`src/rtl/poly_add_ctrl_if.sv`:
```
// Handshake and operand/result bus for poly_add_ctrl: job control, shared
// A/B bank read port and result write port.
interface poly_add_ctrl_if #(
    parameter int WIDTH = 12,
    parameter int AW    = 8
);
    logic             start;
    logic             busy;
    logic             done;
    logic             rd_en;
    logic [AW-1:0]    rd_addr;
    logic [WIDTH-1:0] a_rdata;
    logic [WIDTH-1:0] b_rdata;
    logic             wr_en;
    logic [AW-1:0]    wr_addr;
    logic [WIDTH-1:0] wr_data;

    // Controller side: takes job requests and operand data, drives strobes.
    modport slave (
        input  start, a_rdata, b_rdata,
        output busy, done, rd_en, rd_addr, wr_en, wr_addr, wr_data
    );

    // System side: issues jobs, serves the operand banks, sinks results.
    modport master (
        output start, a_rdata, b_rdata,
        input  busy, done, rd_en, rd_addr, wr_en, wr_addr, wr_data
    );
endinterface

```
`src/rtl/poly_add_ctrl.sv`:
```
// Streams N coefficient pairs out of banks A and B and writes (a + b) mod Q
// back, two cycles behind each read; one job per accepted start pulse.
module poly_add_ctrl #(
    parameter int WIDTH = 12,
    parameter int N     = 256,
    parameter int AW    = 8,
    parameter int Q     = 3329
) (
    input  logic          clk,
    input  logic          rst_n,
    poly_add_ctrl_if.slave bus
);

    typedef enum logic [1:0] {
        ST_IDLE  = 2'd0,
        ST_READ  = 2'd1,
        ST_DRAIN = 2'd2,
        ST_DONE  = 2'd3
    } state_t;

    localparam logic [WIDTH:0]  Q_EXT     = (WIDTH+1)'(Q);
    localparam logic [AW-1:0]   LAST_ADDR = AW'(N - 1);
    localparam logic [AW-1:0]   ADDR_ONE  = AW'(1);

    // Two conditional subtractions cover any pair of WIDTH-bit inputs, since
    // their sum stays below 3*Q even when both operands are non-canonical.
    function automatic logic [WIDTH-1:0] mod_add(input logic [WIDTH-1:0] a,
                                                 input logic [WIDTH-1:0] b);
        logic [WIDTH:0] s0;
        logic [WIDTH:0] s1;
        logic [WIDTH:0] s2;
        s0 = {1'b0, a} + {1'b0, b};
        s1 = (s0 >= Q_EXT) ? (s0 - Q_EXT) : s0;
        s2 = (s1 >= Q_EXT) ? (s1 - Q_EXT) : s1;
        return s2[WIDTH-1:0];
    endfunction

    state_t           state_q,   state_d;
    logic [AW-1:0]    cnt_q,     cnt_d;
    logic             drain_q,   drain_d;
    logic             busy_q,    busy_d;
    logic             done_q,    done_d;
    logic             rd_en_q,   rd_en_d;
    logic [AW-1:0]    rd_addr_q, rd_addr_d;
    logic             s1_vld_q,  s1_vld_d;
    logic [AW-1:0]    s1_addr_q, s1_addr_d;
    logic             wr_en_q,   wr_en_d;
    logic [AW-1:0]    wr_addr_q, wr_addr_d;
    logic [WIDTH-1:0] wr_data_q, wr_data_d;

    // Sequencer next-state: outputs are computed for the cycle after the edge.
    always_comb begin
        state_d   = state_q;
        cnt_d     = cnt_q;
        drain_d   = drain_q;
        busy_d    = busy_q;
        done_d    = 1'b0;
        rd_en_d   = 1'b0;
        rd_addr_d = rd_addr_q;
        case (state_q)
            ST_IDLE: begin
                busy_d = 1'b0;
                if (bus.start) begin
                    state_d   = ST_READ;
                    cnt_d     = {AW{1'b0}};
                    busy_d    = 1'b1;
                    rd_en_d   = 1'b1;
                    rd_addr_d = {AW{1'b0}};
                end else begin
                    state_d = ST_IDLE;
                end
            end
            ST_READ: begin
                busy_d = 1'b1;
                if (cnt_q == LAST_ADDR) begin
                    state_d = ST_DRAIN;
                    drain_d = 1'b0;
                end else begin
                    cnt_d     = cnt_q + ADDR_ONE;
                    rd_en_d   = 1'b1;
                    rd_addr_d = cnt_q + ADDR_ONE;
                end
            end
            ST_DRAIN: begin
                busy_d = 1'b1;
                if (drain_q) begin
                    state_d = ST_DONE;
                    busy_d  = 1'b0;
                    done_d  = 1'b1;
                end else begin
                    drain_d = 1'b1;
                end
            end
            ST_DONE: begin
                busy_d  = 1'b0;
                state_d = ST_IDLE;
            end
            default: begin
                busy_d  = 1'b0;
                state_d = ST_IDLE;
            end
        endcase
    end

    // Datapath next-state: stage 1 tracks the read in flight, stage 2 writes.
    always_comb begin
        s1_vld_d  = rd_en_q;
        s1_addr_d = s1_addr_q;
        wr_en_d   = s1_vld_q;
        wr_addr_d = wr_addr_q;
        wr_data_d = wr_data_q;
        if (rd_en_q) begin
            s1_addr_d = rd_addr_q;
        end else begin
            s1_addr_d = s1_addr_q;
        end
        if (s1_vld_q) begin
            wr_addr_d = s1_addr_q;
            wr_data_d = mod_add(bus.a_rdata, bus.b_rdata);
        end else begin
            wr_addr_d = wr_addr_q;
            wr_data_d = wr_data_q;
        end
    end

    // State and output registers; reset also drops any write still in flight.
    always_ff @(posedge clk) begin
        if (!rst_n) begin
            state_q   <= ST_IDLE;
            cnt_q     <= {AW{1'b0}};
            drain_q   <= 1'b0;
            busy_q    <= 1'b0;
            done_q    <= 1'b0;
            rd_en_q   <= 1'b0;
            rd_addr_q <= {AW{1'b0}};
            s1_vld_q  <= 1'b0;
            s1_addr_q <= {AW{1'b0}};
            wr_en_q   <= 1'b0;
            wr_addr_q <= {AW{1'b0}};
            wr_data_q <= {WIDTH{1'b0}};
        end else begin
            state_q   <= state_d;
            cnt_q     <= cnt_d;
            drain_q   <= drain_d;
            busy_q    <= busy_d;
            done_q    <= done_d;
            rd_en_q   <= rd_en_d;
            rd_addr_q <= rd_addr_d;
            s1_vld_q  <= s1_vld_d;
            s1_addr_q <= s1_addr_d;
            wr_en_q   <= wr_en_d;
            wr_addr_q <= wr_addr_d;
            wr_data_q <= wr_data_d;
        end
    end

    assign bus.busy    = busy_q;
    assign bus.done    = done_q;
    assign bus.rd_en   = rd_en_q;
    assign bus.rd_addr = rd_addr_q;
    assign bus.wr_en   = wr_en_q;
    assign bus.wr_addr = wr_addr_q;
    assign bus.wr_data = wr_data_q;

endmodule

```
`src/flat_wrapper.sv`:
```
// flat-port wrapper written by rule: the top's interface ports become plain ports
module poly_add_ctrl_flat 
#(
    parameter int WIDTH = 12,
    parameter int N     = 256,
    parameter int AW    = 8,
    parameter int Q     = 3329
)
  (clk, rst_n, bus_start, bus_a_rdata, bus_b_rdata, bus_busy, bus_done, bus_rd_en, bus_rd_addr, bus_wr_en, bus_wr_addr, bus_wr_data);
  poly_add_ctrl_if #(.WIDTH(WIDTH), .AW(AW)) bus_i ();
  input  logic clk;
  input  logic rst_n;
  input wire logic [$bits(bus_i.start)-1:0] bus_start;
  input wire logic [$bits(bus_i.a_rdata)-1:0] bus_a_rdata;
  input wire logic [$bits(bus_i.b_rdata)-1:0] bus_b_rdata;
  output wire logic [$bits(bus_i.busy)-1:0] bus_busy;
  output wire logic [$bits(bus_i.done)-1:0] bus_done;
  output wire logic [$bits(bus_i.rd_en)-1:0] bus_rd_en;
  output wire logic [$bits(bus_i.rd_addr)-1:0] bus_rd_addr;
  output wire logic [$bits(bus_i.wr_en)-1:0] bus_wr_en;
  output wire logic [$bits(bus_i.wr_addr)-1:0] bus_wr_addr;
  output wire logic [$bits(bus_i.wr_data)-1:0] bus_wr_data;
  assign bus_i.start = bus_start;
  assign bus_i.a_rdata = bus_a_rdata;
  assign bus_i.b_rdata = bus_b_rdata;
  assign bus_busy = bus_i.busy;
  assign bus_done = bus_i.done;
  assign bus_rd_en = bus_i.rd_en;
  assign bus_rd_addr = bus_i.rd_addr;
  assign bus_wr_en = bus_i.wr_en;
  assign bus_wr_addr = bus_i.wr_addr;
  assign bus_wr_data = bus_i.wr_data;
  poly_add_ctrl #(.WIDTH(WIDTH), .N(N), .AW(AW), .Q(Q)) u_core (.clk(clk), .rst_n(rst_n), .bus(bus_i));
endmodule
```
`config.mk`:
```
export PLATFORM = sky130hd
export DESIGN_NAME = poly_add_ctrl_flat
export DESIGN_NICKNAME = d
export VERILOG_FILES = /design/src/rtl/poly_add_ctrl_if.sv /design/src/rtl/poly_add_ctrl.sv /design/src/flat_wrapper.sv
export SDC_FILE = /design/constraint.sdc
export NUM_CORES = 1
export LEC_CHECK = 0
export ABC_AREA = 0
export ABC_CLOCK_PERIOD_IN_PS = 7090
export BUFFER_PORTS_ARGS = -buffer_cell sky130_fd_sc_hd__buf_2
export CORE_ASPECT_RATIO = 0.6
export CORE_MARGIN = 4
export CORE_UTILIZATION = 40
export CTS_BUF_LIST = sky130_fd_sc_hd__clkbuf_8
export CTS_CLUSTER_SIZE = 8
export DETAILED_ROUTE_END_ITERATION = 6
export SYNTH_ARGS = -nofsm -noshare
export SYNTH_HDL_FRONTEND = slang
export SYNTH_SLANG_ARGS = --single-unit
```
`constraint.sdc`:
```
create_clock -name clk -period 7.09 [get_ports clk]
set_clock_uncertainty 0.2 [all_clocks]
set_input_delay 1.0635 -clock clk [delete_from_list [all_inputs] [get_ports clk]]
set_output_delay 1.0635 -clock clk [all_outputs]
set_load 0.01 [all_outputs]
```
# Yosys cells after proc, flatten, opt, wreduce, memory -nomap -nowiden
# Cells that the tools add are included.
# totals
ff_bits,44
latchBits,0
ramBits,0
romBits,0
inputBits,27
out_inout_bits,32
memories,0
# op_classes
n_addsub,4
multipliers,0
div_mod_pow,0
order_cmp,2
eq_ne,8
shifts,0
n_mux,17
n_bitwise,0
reduce_logical,7
# op_table
operator,n
$ge 13x12->1 const B,2
$mux 8,2
$pmux 8 s2,1
$add 12x12->13,1
$mux 13,1
$sub 13x12->13 const B,1
$mux 12,1
$sub 12x12->12 const B,1
$add 8x1->8 const B,1
$eq 8x8->1 const B,1
$pmux 2 s4,1
$mux 1,6
$reduce_and 2->1,3
$eq 2x2->1 const B,2
$mux 2,2
$ne 2x1->1 const B,2
$ne 2x2->1 const B,2
$pmux 1 s2,2
$pmux 1 s4,1
$reduce_bool 2->1,2
$reduce_and 3->1,1
$eq 2x1->1 const B,1
$logic_not 2->1,1

# Longest topological paths before layout
# Gate-level depths: netlist (run 1).
# depth
depth_word,5
depth_mapped,19
depth_no_buf,18

# Least setup slack after synthesis (run 1)
# OpenSTA, ideal clock, no wires.
# synth_timing
path_type,input-to-reg
startpoint,input port bus_b_rdata[0]
endpoint,"register u_core.wr_data_q[10], in the netlist u_core.bus.wr_data[10]"
setup_ps,126
arrival_time_ps,5291
required_time_ps,6764
setup_slack_ps,1473
stages,18
n_path_buf,0
path_cell_list,ha_1 fa_1 a21o_2 a22o_1 o41ai_4 xnor2_2 nand2_1 o21ai_2 mux2i_1 ha_1 inv_1 or3_2 nor3_1 or3_1 or4b_1 a21oi_1 a2111o_1 o211ai_1
# synth_via
elab_chain_cells,5
elab_cells_between_ends,7
cone_classes,add/sub: 3; order compare: 2; mux: 2
# synth_rtl
item,line,source
start: declaration,flat_wrapper.sv:15,input wire logic [$bits(bus_i.b_rdata)-1:0] bus_b_rdata;
$add 12x12->13 (*),poly_add_ctrl.sv:32,"s0 = {1'b0, a} + {1'b0, b};"
$sub 13x12->13 or $ge 13x12->1 (tied branches),poly_add_ctrl.sv:33,s1 = (s0 >= Q_EXT) ? (s0 - Q_EXT) : s0;
$mux 13 (*),poly_add_ctrl.sv:33,
$sub 12x12->12 or $ge 13x12->1 (tied branches),poly_add_ctrl.sv:34,s2 = (s1 >= Q_EXT) ? (s1 - Q_EXT) : s1;
$mux 12 (*),poly_add_ctrl.sv:34,
end signal: assignment,poly_add_ctrl.sv:140,wr_data_q <= {WIDTH{1'b0}};
end signal: assignment,poly_add_ctrl.sv:153,wr_data_q <= wr_data_d;
end: declaration,poly_add_ctrl.sv:49,"logic [WIDTH-1:0] wr_data_q, wr_data_d;"
# Every way passes the cells marked *; elsewhere a longest branch is shown, timed or not.
# A chain may end at the register's enable or synchronous reset.

# Final worst setup path (run 1)
# Same ends and word-level chain as after synthesis.

==> run metrics, run 1 <==
outcome=completed; #FFs+latches synth=44; # hold bufs at CTS=0; DR iter-0 viols=266; largest cells by area after synthesis=dfxtp_1 (24%), ha_1 (6.8%), mux2i_1 (5.7%); unrepaired setup endpoints after global routing=false; CORE AREA=about 8700 um^2; VDD IR-drop max=just over 0.00009 V; Crit Path Class=input pin to flip-flop; most frequent cell after synthesis=nor2_1; Total Nets Final=roughly 530; Worst setup EP type=flip-flop; Post-Layout Inst Area=approximately 4100 um^2; Final setup viols=0; reg2reg end=u_core.cnt_q[7]$_SDFFE_PN0P_; drt drc=0; Routed Antenna Nets=0; Critical Path RT=roughly 7.1 ns; area fraction of the dominant cell type after synthesis=between 20% and 30%; Max Slew Vio Count=0; Placed Cells=between 500 and 600; area growth from synthesis to layout=11.2%; initial core utilization=between 40% and 50%; Total GRT Usage=~18%; GR Util met2=between 20% and 30%; clock buffer depth=2; Final HPWL DP=approximately 7600 um; final hold violation count=0; max_cap viols=0; FMAX=roughly 170 MHz; post-CTS setup repair buffer count=0; worst skew pair latency=around 0.3 ns; post-synthesis cell count=~430; synthesized area per cell=8.49 um^2; CTS tree=done; CP Capture Point=u_core.bus.wr_data[10]$_SDFFE_PN0P_; PwrDens=between 200 and 250 nW/um^2; final worst path period share=85.1%; via-per-instance ratio=5.89; Lkg Pwr=~1.6 nW; FILL cells=a little under 900; vias in the first global route=between 2,000 and 3,000; post-synth net total=479; num rows=26; Tightest Pin Transition=around 0.76 ns; Sink Count=44; Die Span Y=just over 80 um; Buffers on Ports=58; final wirelength=just under 10,000 um; register-to-register setup slack=4.79 ns; Most Crowded Layer GR=met1; WL/cell=between 15 and 20 um; Root Driver=clkbuf_8; critical path data arrival time=6.02 ns; Util after Layout=46.7%; first-pass GRT wire length=about 16,000 um; number of synthesized flops with an enable pin=0; cts bufs inserted=5; M1 GR Usage=between 30% and 40%; width of the die=about 130 um; Slew headroom=roughly half; Yosys cell types=92; post_cts resized=0; via count=3,493; most instantiated cells after synthesis=nor2_1 (48), dfxtp_1 (44), nand2_1 (30); initial antenna violation count=0; Cell Count, Final, Fillers Out=593; area of placed instances=3990 um^2; largest net degree at the start of global routing=25; element type at the critical path start=input pin; I/O pin total=59; sequential-to-total area share from yosys stat=24.1%; fraction of registers with async set/reset=0%; yosys warns=0; Synth Flop Type=dfxtp_1; gpl congestion=around 0.88; Initial DRT Pass Iterations=5; Tmin final=6.03 ns; Worst R2R Path Depth=8; Inserted Diodes=0; die area=between 10,000 and 15,000 um^2; Hold WC Path Type=flip-flop to flip-flop; Post-Route Setup TNS=0 ns; clk slew on worst S/H paths=0.08 ns; grt total ovfl=0; share of layout cells above drive strength 1=~22%; worst-path maximum fanout=9; synthesized area=between 3000 and 4000 um^2; Worst R2R Start=u_core.state_q[0]$_SDFFE_PN0P_; H-tree lvl count=2; CP Launch Point=bus_b_rdata[0]; met3 GRT Util=~3.5%; Synth area leader=dfxtp_1
[where the power goes]
part	switching, mW	internal [mW]
Combinational	0.297	0.182
Sequential	0.0262	0.275
Clock	0.0864	0.0668
[layer usage]
| layer | vias up | wire length [um] |
|---|---|---|
| met5 | - | 0 |
| met4 | 0 | 28 |
| met3 | 5 | 651 |
| met2 | 117 | 3540 |
| met1 | 1650 | 5500 |
| li1 | 1721 | - |
[flip-flops by register name, summed over array words and instances, names as in the netlist]
name,flops
u_core.drain_q,1
u_core.s1_vld_q,1
u_core.bus.wr_addr,8
u_core.bus.wr_en,1
u_core.state_q,2
u_core.cnt_q,8
u_core.bus.wr_data,12
u_core.bus.rd_en,1
u_core.bus.done,1
u_core.bus.busy,1
u_core.s1_addr_q,8
[logic make-up after synthesis]
kind of cell,after synthesis,synth area share (%)
AO/OA/AOI/OAI,131,29.9
XOR/XNOR,16,4.24
adder cells (fa/ha/maj),21,7.38
buffers and inverters,33,4.78
flip-flops,44,24.1
multiplexers,25,7.04
AND/OR/NAND/NOR,161,22.6
[stage by stage]
| stage | worst slack (ns) | hold WS (ns) | power [mW] |
|---|---|---|---|
| final | 1.06 | 0.295 | 0.933 |
| after global routing | 0.720 | 0.329 | 1.00 |
| after CTS | 1.13 | 0.296 | 0.929 |
| after detailed placement | 0.813 | 0.281 | 0.775 |
| after global placement | 1.02 | 0.269 | 0.770 |
| after floorplan | 1.47 | 0.260 | 0.669 |
[placed cells by master (no fill, tap or decap), drive strengths merged, types with 5 or more instances in the layout]
cell type	n
a31oi	7
a21oi	27
ha	20
o211ai	9
or3	7
mux2i	22
xnor2	11
and3	7
buf	60
clkbuf	5
inv	14
o221ai	5
xor2	5
nand2	31
nand4	9
and2	7
nand2b	5
dfxtp	44
a21boi	5
o21ai	23
nand3	17
a2111o	5
nor3	11
nor2	49
[final cells by class]
class / count / area (um^2) / share of cell area [%]
Clock buffer: 5 / 68.8 / 1.69
Clock inverter: 2 / 12.5 / 0.307
Inverter: 16 / 60.1 / 1.47
Multi-Input combinational cell: 354 / 2610 / 64.0
Sequential cell: 44 / 881 / 21.6
Tap cell: 112 / 140 / 3.44
Timing Repair Buffer: 60 / 305 / 7.50
[worst min path at each step]
stage / cells after the start / to / slack [ns] / start
final: 2 / u_core.bus.wr_addr[1]$_SDFFE_PN0P_ / 0.29 / u_core.bus.wr_addr[1]$_SDFFE_PN0P_
after global routing: 2 / u_core.bus.wr_data[7]$_SDFFE_PN0P_ / 0.33 / u_core.bus.wr_data[7]$_SDFFE_PN0P_
after CTS: 2 / u_core.bus.wr_data[7]$_SDFFE_PN0P_ / 0.30 / u_core.bus.wr_data[7]$_SDFFE_PN0P_
after detailed placement: 2 / u_core.bus.wr_addr[1]$_SDFFE_PN0P_ / 0.28 / u_core.bus.wr_addr[1]$_SDFFE_PN0P_
after global placement: 2 / u_core.bus.wr_addr[5]$_SDFFE_PN0P_ / 0.27 / u_core.bus.wr_addr[5]$_SDFFE_PN0P_
after floorplan: 2 / u_core.s1_addr_q[0]$_SDFFE_PN0P_ / 0.26 / u_core.s1_addr_q[0]$_SDFFE_PN0P_
[critical path: stages]
cell and delay [ns]:
buf_2 0.10, ha_1 0.24, fa_1 0.46, a21o_2 0.25, a22o_1 0.26, o41ai_4 0.33, xnor2_2 0.25, nand2_1 0.30
o21ai_2 0.38, mux2i_1 0.36, ha_1 0.28, inv_1 0.09, or3_2 0.46, o21ai_0 0.14, or3_1 0.14, or4b_1 0.48
a21oi_1 0.21, a2111o_1 0.13, o211ai_1 0.08
(Power assumes the default switching activity.)
==> inputs of run 2 (changes only) <==
CELL_PAD_IN_SITES_DETAIL_PLACEMENT = 2   (was unset)
CELL_PAD_IN_SITES_GLOBAL_PLACEMENT = 2   (was unset)
CORE_UTILIZATION = 35   (was 40)
PLACE_DENSITY_LB_ADDON = 0.1   (was unset)
==> run 2 against run 1 <==
Register-to-register slack got worse by 0.27 ns. Sequential share of layout area is 0.27 points lower. First-iteration DRC count is 24% lower. Critical path depth unchanged. Setup slack worse by 0.11 ns. Global-route usage is 3.5 points higher. Final area rose by 1.3%. Maximum frequency shrank 1.9%. Utilization shrank 5.6 points.
==> run metrics, run 2 (synthesis results as in run 1) <==
outcome=completed; grt total ovfl=0 (unchanged); DR iter-0 viols=201 (-24%); clk slew on worst S/H paths=0.08 ns (about the same); hold depth=2 (unchanged); Sink Count=44 (unchanged); H-tree lvl count=2 (unchanged); drt drc=0 (unchanged); share of layout cells above drive strength 1=22.5% (unchanged); max_cap viols=0 (unchanged); PwrDens=245 nW/um^2 (+6.8%); Slew headroom=44.5% (-4.9 points); Multi-input gate area=2610 um^2 (unchanged); Die Span Y=87.2 um (+6.2%); initial core utilization=36.5% (-5.5 points); num rows=28 (+7.7%); Final setup viols=0 (unchanged); die area=12,200 um^2 (+13%); WL/cell=20.7 um (+26%); Final HPWL DP=10,300 um (+36%); Critical Path Stages=19 (unchanged); worst skew pair latency=0.30 ns (about the same); Hold WC Path Type=flip-flop to flip-flop; worst-path maximum fanout=9 (unchanged); post-CTS setup repair buffer count=0 (unchanged); crit path cell chain=buf_2 -> ha_1 -> fa_1 -> a21o_2 -> a22o_1 -> o41ai_4 -> xnor2_2 -> nand2_1 -> o21ai_2 -> mux2i_1 -> ha_1 -> inv_1 -> or3_2 -> o21ai_0 -> or3_1 -> or4b_1 -> a21oi_1 -> a21oi_1 -> o211ai_1; Tmin final=6.14 ns (+0.114 ns); Util after Layout=41.2% (-5.6 points); Top Family by Delay on Critical Path=compound AO/OA/AOI/OAI gates; I/O pin total=59 (unchanged); FMAX=163 MHz (-1.9%); Slowest cell on crit path=or4b_1; Max Slew Vio Count=0 (unchanged); worst setup margin=0.946 ns (-0.114 ns); Critical path buffers and inverters=2 (unchanged); via count=3,609 (+3.3%); vias in the first global route=3,887 (+30%); critical path data arrival time=6.17 ns (+0.15 ns); most frequent cells in the layout=buf_2 (58), nor2_1 (48), dfxtp_1 (44), nand2_1 (30), a21oi_1 (23); Inserted Diodes=0 (unchanged); Tightest Pin Transition=0.832 ns (+0.0737 ns); CTS tree=done; dpl ws=0.709 ns (-0.104 ns); Initial DRT Pass Iterations=4 (-1); CORE AREA=10,000 um^2 (+15%); Total Nets Final=528 (-0.19%); Total GRT Usage=21.2% (+3.5 points); max reg flops=12 (unchanged); final worst path period share=86.7% (+1.6 points); Worst R2R Path Depth=8 (unchanged); Crit Path Class=input pin to flip-flop; Worst setup EP type=flip-flop; VDD IR-drop max=0.000114 V (+24%); initial antenna violation count=0 (unchanged); post_cts resized=0 (unchanged); worst stage delay on the critical path=0.51 ns (+0.03 ns); Routed Antenna Nets=0 (unchanged); Post-Route Setup TNS=0 ns (unchanged); Critical Path RT=7.12 ns (+0.04 ns); cts bufs inserted=5 (unchanged); largest net degree at the start of global routing=25 (unchanged); FILL cells=1,164 (+34%); most common cell after layout, fill and taps aside=buf_2; area growth from synthesis to layout=12.6%; element type at the critical path start=input pin; Lkg Pwr=1.63 nW (+0.59%); final hold violation count=0 (unchanged); Buffers on Ports=58 (unchanged); # hold bufs at CTS=0 (unchanged); via-per-instance ratio=5.86 (-0.54%); first-pass GRT wire length=21,100 um (+34%); gpl congestion=0.854 (-2.8%); width of the die=140 um (+6.5%); Root Driver=clkbuf_8; unrepaired setup endpoints after global routing=false; final wirelength=12,700 um (+31%); clock buffer depth=2 (unchanged); Storage cell area=881 um^2 (unchanged)
## run 2: final cells by class
class | count | share of cell area (%)
Multi-Input combinational cell | 354 | 63.2
Sequential cell | 44 | 21.4
Timing Repair Buffer | 59 | 7.22
Tap cell | 135 | 4.10
Clock buffer | 5 | 1.67
Inverter | 16 | 1.46
Clock inverter | 3 | 1.03
## run 2: through the flow
stage / area, um^2 / cells / total power, mW / hold slack (ns)
2_1_floorplan: 3660 / 431 / 0.669 / 0.260
3_3_place_gp: 4010 / 608 / 0.787 / 0.269
3_5_place_dp: 4010 / 608 / 0.806 / 0.286
4_1_cts: 4120 / 616 / 1.01 / 0.310
5_1_grt: 4120 / 616 / 1.08 / 0.335
6_report: 4120 / 616 / 1.01 / 0.300
## run 2: final timing paths
| path | start | to | slack [ns] |
|---|---|---|---|
| setup / recovery | bus_b_rdata[0] | u_core.bus.wr_data[10]$_SDFFE_PN0P_ | 0.95 |
| hold / removal | u_core.bus.wr_data[7]$_SDFFE_PN0P_ | u_core.bus.wr_data[7]$_SDFFE_PN0P_ | 0.30 |
| setup reg to reg | u_core.state_q[0]$_SDFFE_PN0P_ | u_core.cnt_q[5]$_SDFFE_PN0P_ | 4.52 |
| hold reg to reg | u_core.bus.wr_data[7]$_SDFFE_PN0P_ | u_core.bus.wr_data[7]$_SDFFE_PN0P_ | 0.30 |
## run 2: layer usage
metal	share of wire (%)	global-route usage, %
met4	0.14	1.67
met5	0	0
met2	40	31.2
met1	57	33.9
met3	3.2	2.91
## run 2: where the power goes
part | total, mW | switching (mW) | leakage, nW | internal [mW]
Clock | 0.197 | 0.0929 | 0.0541 | 0.104
Sequential | 0.303 | 0.0286 | 0.357 | 0.275
Combinational | 0.508 | 0.326 | 1.22 | 0.182
## run 2: worst register-to-register path, stage by stage (launching register included)
cell and delay (ns):
dfxtp_1 0.36, inv_1 0.09, ha_1 0.26, nand2b_1 0.12, o21ai_0 0.09, a21oi_1 0.48
nand4_1 0.34, or3_1 0.40, a21oi_1 0.16
==> inputs of run 3 (changes only) <==
CORE_UTILIZATION = 34   (was 35)
CTS_BUF_LIST = unset   (was sky130_fd_sc_hd__clkbuf_8)
SLEW_MARGIN = 20   (was unset)
==> run 3 against run 2 <==
Clock power up 20%. Largest power group unchanged. Highest routed layer unchanged. Final area up 1.2%. Maximum frequency down 0.24%. Global-route usage down 1.0 points. First-iteration DRC count up 11%. Total power up 3.6%. Wire length down 0.82%. Critical path depth unchanged.
==> run metrics, run 3 (synthesis results as in run 1) <==
M1 WL=7150 um (-0.78%); Inserted Diodes=0 (unchanged); dpl ws=0.692 ns (-0.0169 ns); grt total ovfl=0 (unchanged); Routed Antenna Nets=0 (unchanged); Sink Count=44 (unchanged); die area=12,500 um^2 (+2.7%); worst-path maximum fanout=9 (unchanged); Crit Path Class=input pin to flip-flop; element type at the critical path start=input pin; most frequent cells in the layout=buf_2 (58), nor2_1 (48), dfxtp_1 (44), nand2_1 (30), a21oi_1 (23); drt drc=0 (unchanged); Top Metal Used=met4; area growth from synthesis to layout=13.9%; via count=3,613 (+0.11%); width of the die=142 um (+1.4%); first-pass GRT wire length=20,300 um (-3.6%); Post-Route Setup TNS=0 ns (unchanged); Final setup viols=0 (unchanged); initial antenna violation count=0 (unchanged); num rows=29 (+3.6%); Initial DRT Pass Iterations=4 (unchanged); WL met3=578 um (+42%); CORE AREA=10,500 um^2 (+5.0%); Tightest Pin Transition=0.868 ns (+0.0361 ns); outcome=completed; worst setup margin=0.931 ns (-0.0145 ns); Critical Path RT=7.06 ns (-0.06 ns); Lkg Pwr=1.65 nW (+1.3%); Hold WC Path Type=flip-flop to flip-flop; Die Span Y=88.4 um (+1.3%); vias in the first global route=3,702 (-4.8%); unrepaired setup endpoints after global routing=false; WL/cell=20.3 um (-1.6%); DR iter-0 viols=223 (+11%); via-per-instance ratio=5.82 (-0.70%); max reg flops=12 (unchanged); WHS=0.290 ns (-0.0103 ns); worst stage delay on the critical path=0.50 ns (about the same); I/O pin total=59 (unchanged); initial core utilization=34.8% (-1.7 points); final wirelength=12,600 um (-0.82%); Slew headroom=42.1% (-2.4 points); FMAX=162 MHz (-0.24%); gpl congestion=0.787 (-7.8%); H-tree lvl count=2 (unchanged); Tmin final=6.16 ns (+0.0145 ns); Total GRT Usage=20.2% (-1.0 points); Worst setup EP type=flip-flop; max_cap viols=0 (unchanged); post-CTS setup repair buffer count=0 (unchanged); FILL cells=1,225 (+5.2%); share of layout cells above drive strength 1=22.2% (-0.25 points); VDD IR-drop max=0.000160 V (+41%); CP most frequent cell=ha_1; Root Driver=clkbuf_16; cts bufs inserted=5 (unchanged); post_cts resized=0 (unchanged); Final HPWL DP=10,100 um (-1.7%); largest net degree at the start of global routing=25 (unchanged); Placed Cells=613 (+0.82%); # hold bufs at CTS=0 (unchanged); Slowest cell on crit path=or4b_1; CTS tree=done; critical path data arrival time=6.13 ns (-0.04 ns); final worst path period share=86.9% (+0.20 points); clk slew on worst S/H paths=0.06 ns (-0.02 ns); Max Slew Vio Count=0 (unchanged); Cell Count, Final, Fillers Out=621 (+0.81%); crit path cell chain=buf_2 -> ha_1 -> fa_1 -> a21o_2 -> a22o_1 -> o41ai_4 -> xnor2_2 -> nand2_1 -> o21ai_2 -> mux2i_1 -> ha_1 -> inv_1 -> or3_2 -> nor3_1 -> or3_1 -> or4b_1 -> a21oi_1 -> a2111o_1 -> o211ai_1; Total Nets Final=529 (+0.19%); clock buffer depth=2 (unchanged); PwrDens=250 nW/um^2 (+2.4%); worst skew pair latency=0.28 ns (-0.02 ns); final hold violation count=0 (unchanged); most common cell after layout, fill and taps aside=buf_2; Buffers on Ports=58 (unchanged); met2 wire length=4870 um (-4.5%); total power=1.04 mW (+3.6%)
## run 3: changes by cell type in the layout (fill, tap and decap cells not counted)
cell,change
clkinvlp_4,-1
clkinv_2,-1
bufinv_16,-1
clkbuf_8,-4
clkbuf_1,+2
buf_4,+1
clkbuf_16,+5
## run 3: routing by layer
metal	track usage [%]	vias up
li1	-	1728
met1	32.8	1807
met2	28.5	74
met3	3.19	4
met4	1.66	0
met5	0	-
## run 3: worst paths after layout
path | startpoint | endpoint | slack [ns] | cells past startpoint
max reg2reg | u_core.state_q[0]$_SDFFE_PN0P_ | u_core.cnt_q[5]$_SDFFE_PN0P_ | 4.61 | 8
min reg2reg | u_core.bus.wr_data[7]$_SDFFE_PN0P_ | u_core.bus.wr_data[7]$_SDFFE_PN0P_ | 0.29 | 2
max | bus_b_rdata[0] | u_core.bus.wr_data[10]$_SDFFE_PN0P_ | 0.93 | 19
min | u_core.bus.wr_data[7]$_SDFFE_PN0P_ | u_core.bus.wr_data[7]$_SDFFE_PN0P_ | 0.29 | 2
## run 3: power by group
group	total [mW]	leakage, nW	internal (mW)	switching [mW]
Clock	0.236	0.0712	0.141	0.0948
Combinational	0.507	1.22	0.183	0.324
Sequential	0.303	0.357	0.275	0.0277
## run 3: layout make-up
cell class                 count  area (um^2)  share of cell area [%]
clock buffer                   8          146                    3.51
inverter                      16         60.1                    1.44
timing repair buffer          60          305                    7.32
tap                          139          174                    4.17
sequential                    44          881                    21.1
multi-input combinational    354         2610                    62.4
## run 3: per-stage QoR
stage | utilization, % | area, um^2
floorplan | - | 3660
global placement | 38.3 | 4030
detailed placement | 38.3 | 4030
CTS | 39.6 | 4170
global route | 39.6 | 4170
finish | 39.6 | 4170
## run 3: critical path, delay by kind of cell
kind / cells / cell delay (ns)
XOR/XNOR: 1 / 0.25
adder cells (fa/ha/maj): 3 / 0.99
AO/OA/AOI/OAI: 7 / 1.71
multiplexers: 1 / 0.37
buffers and inverters: 2 / 0.18
AND/OR/NAND/NOR: 5 / 1.54
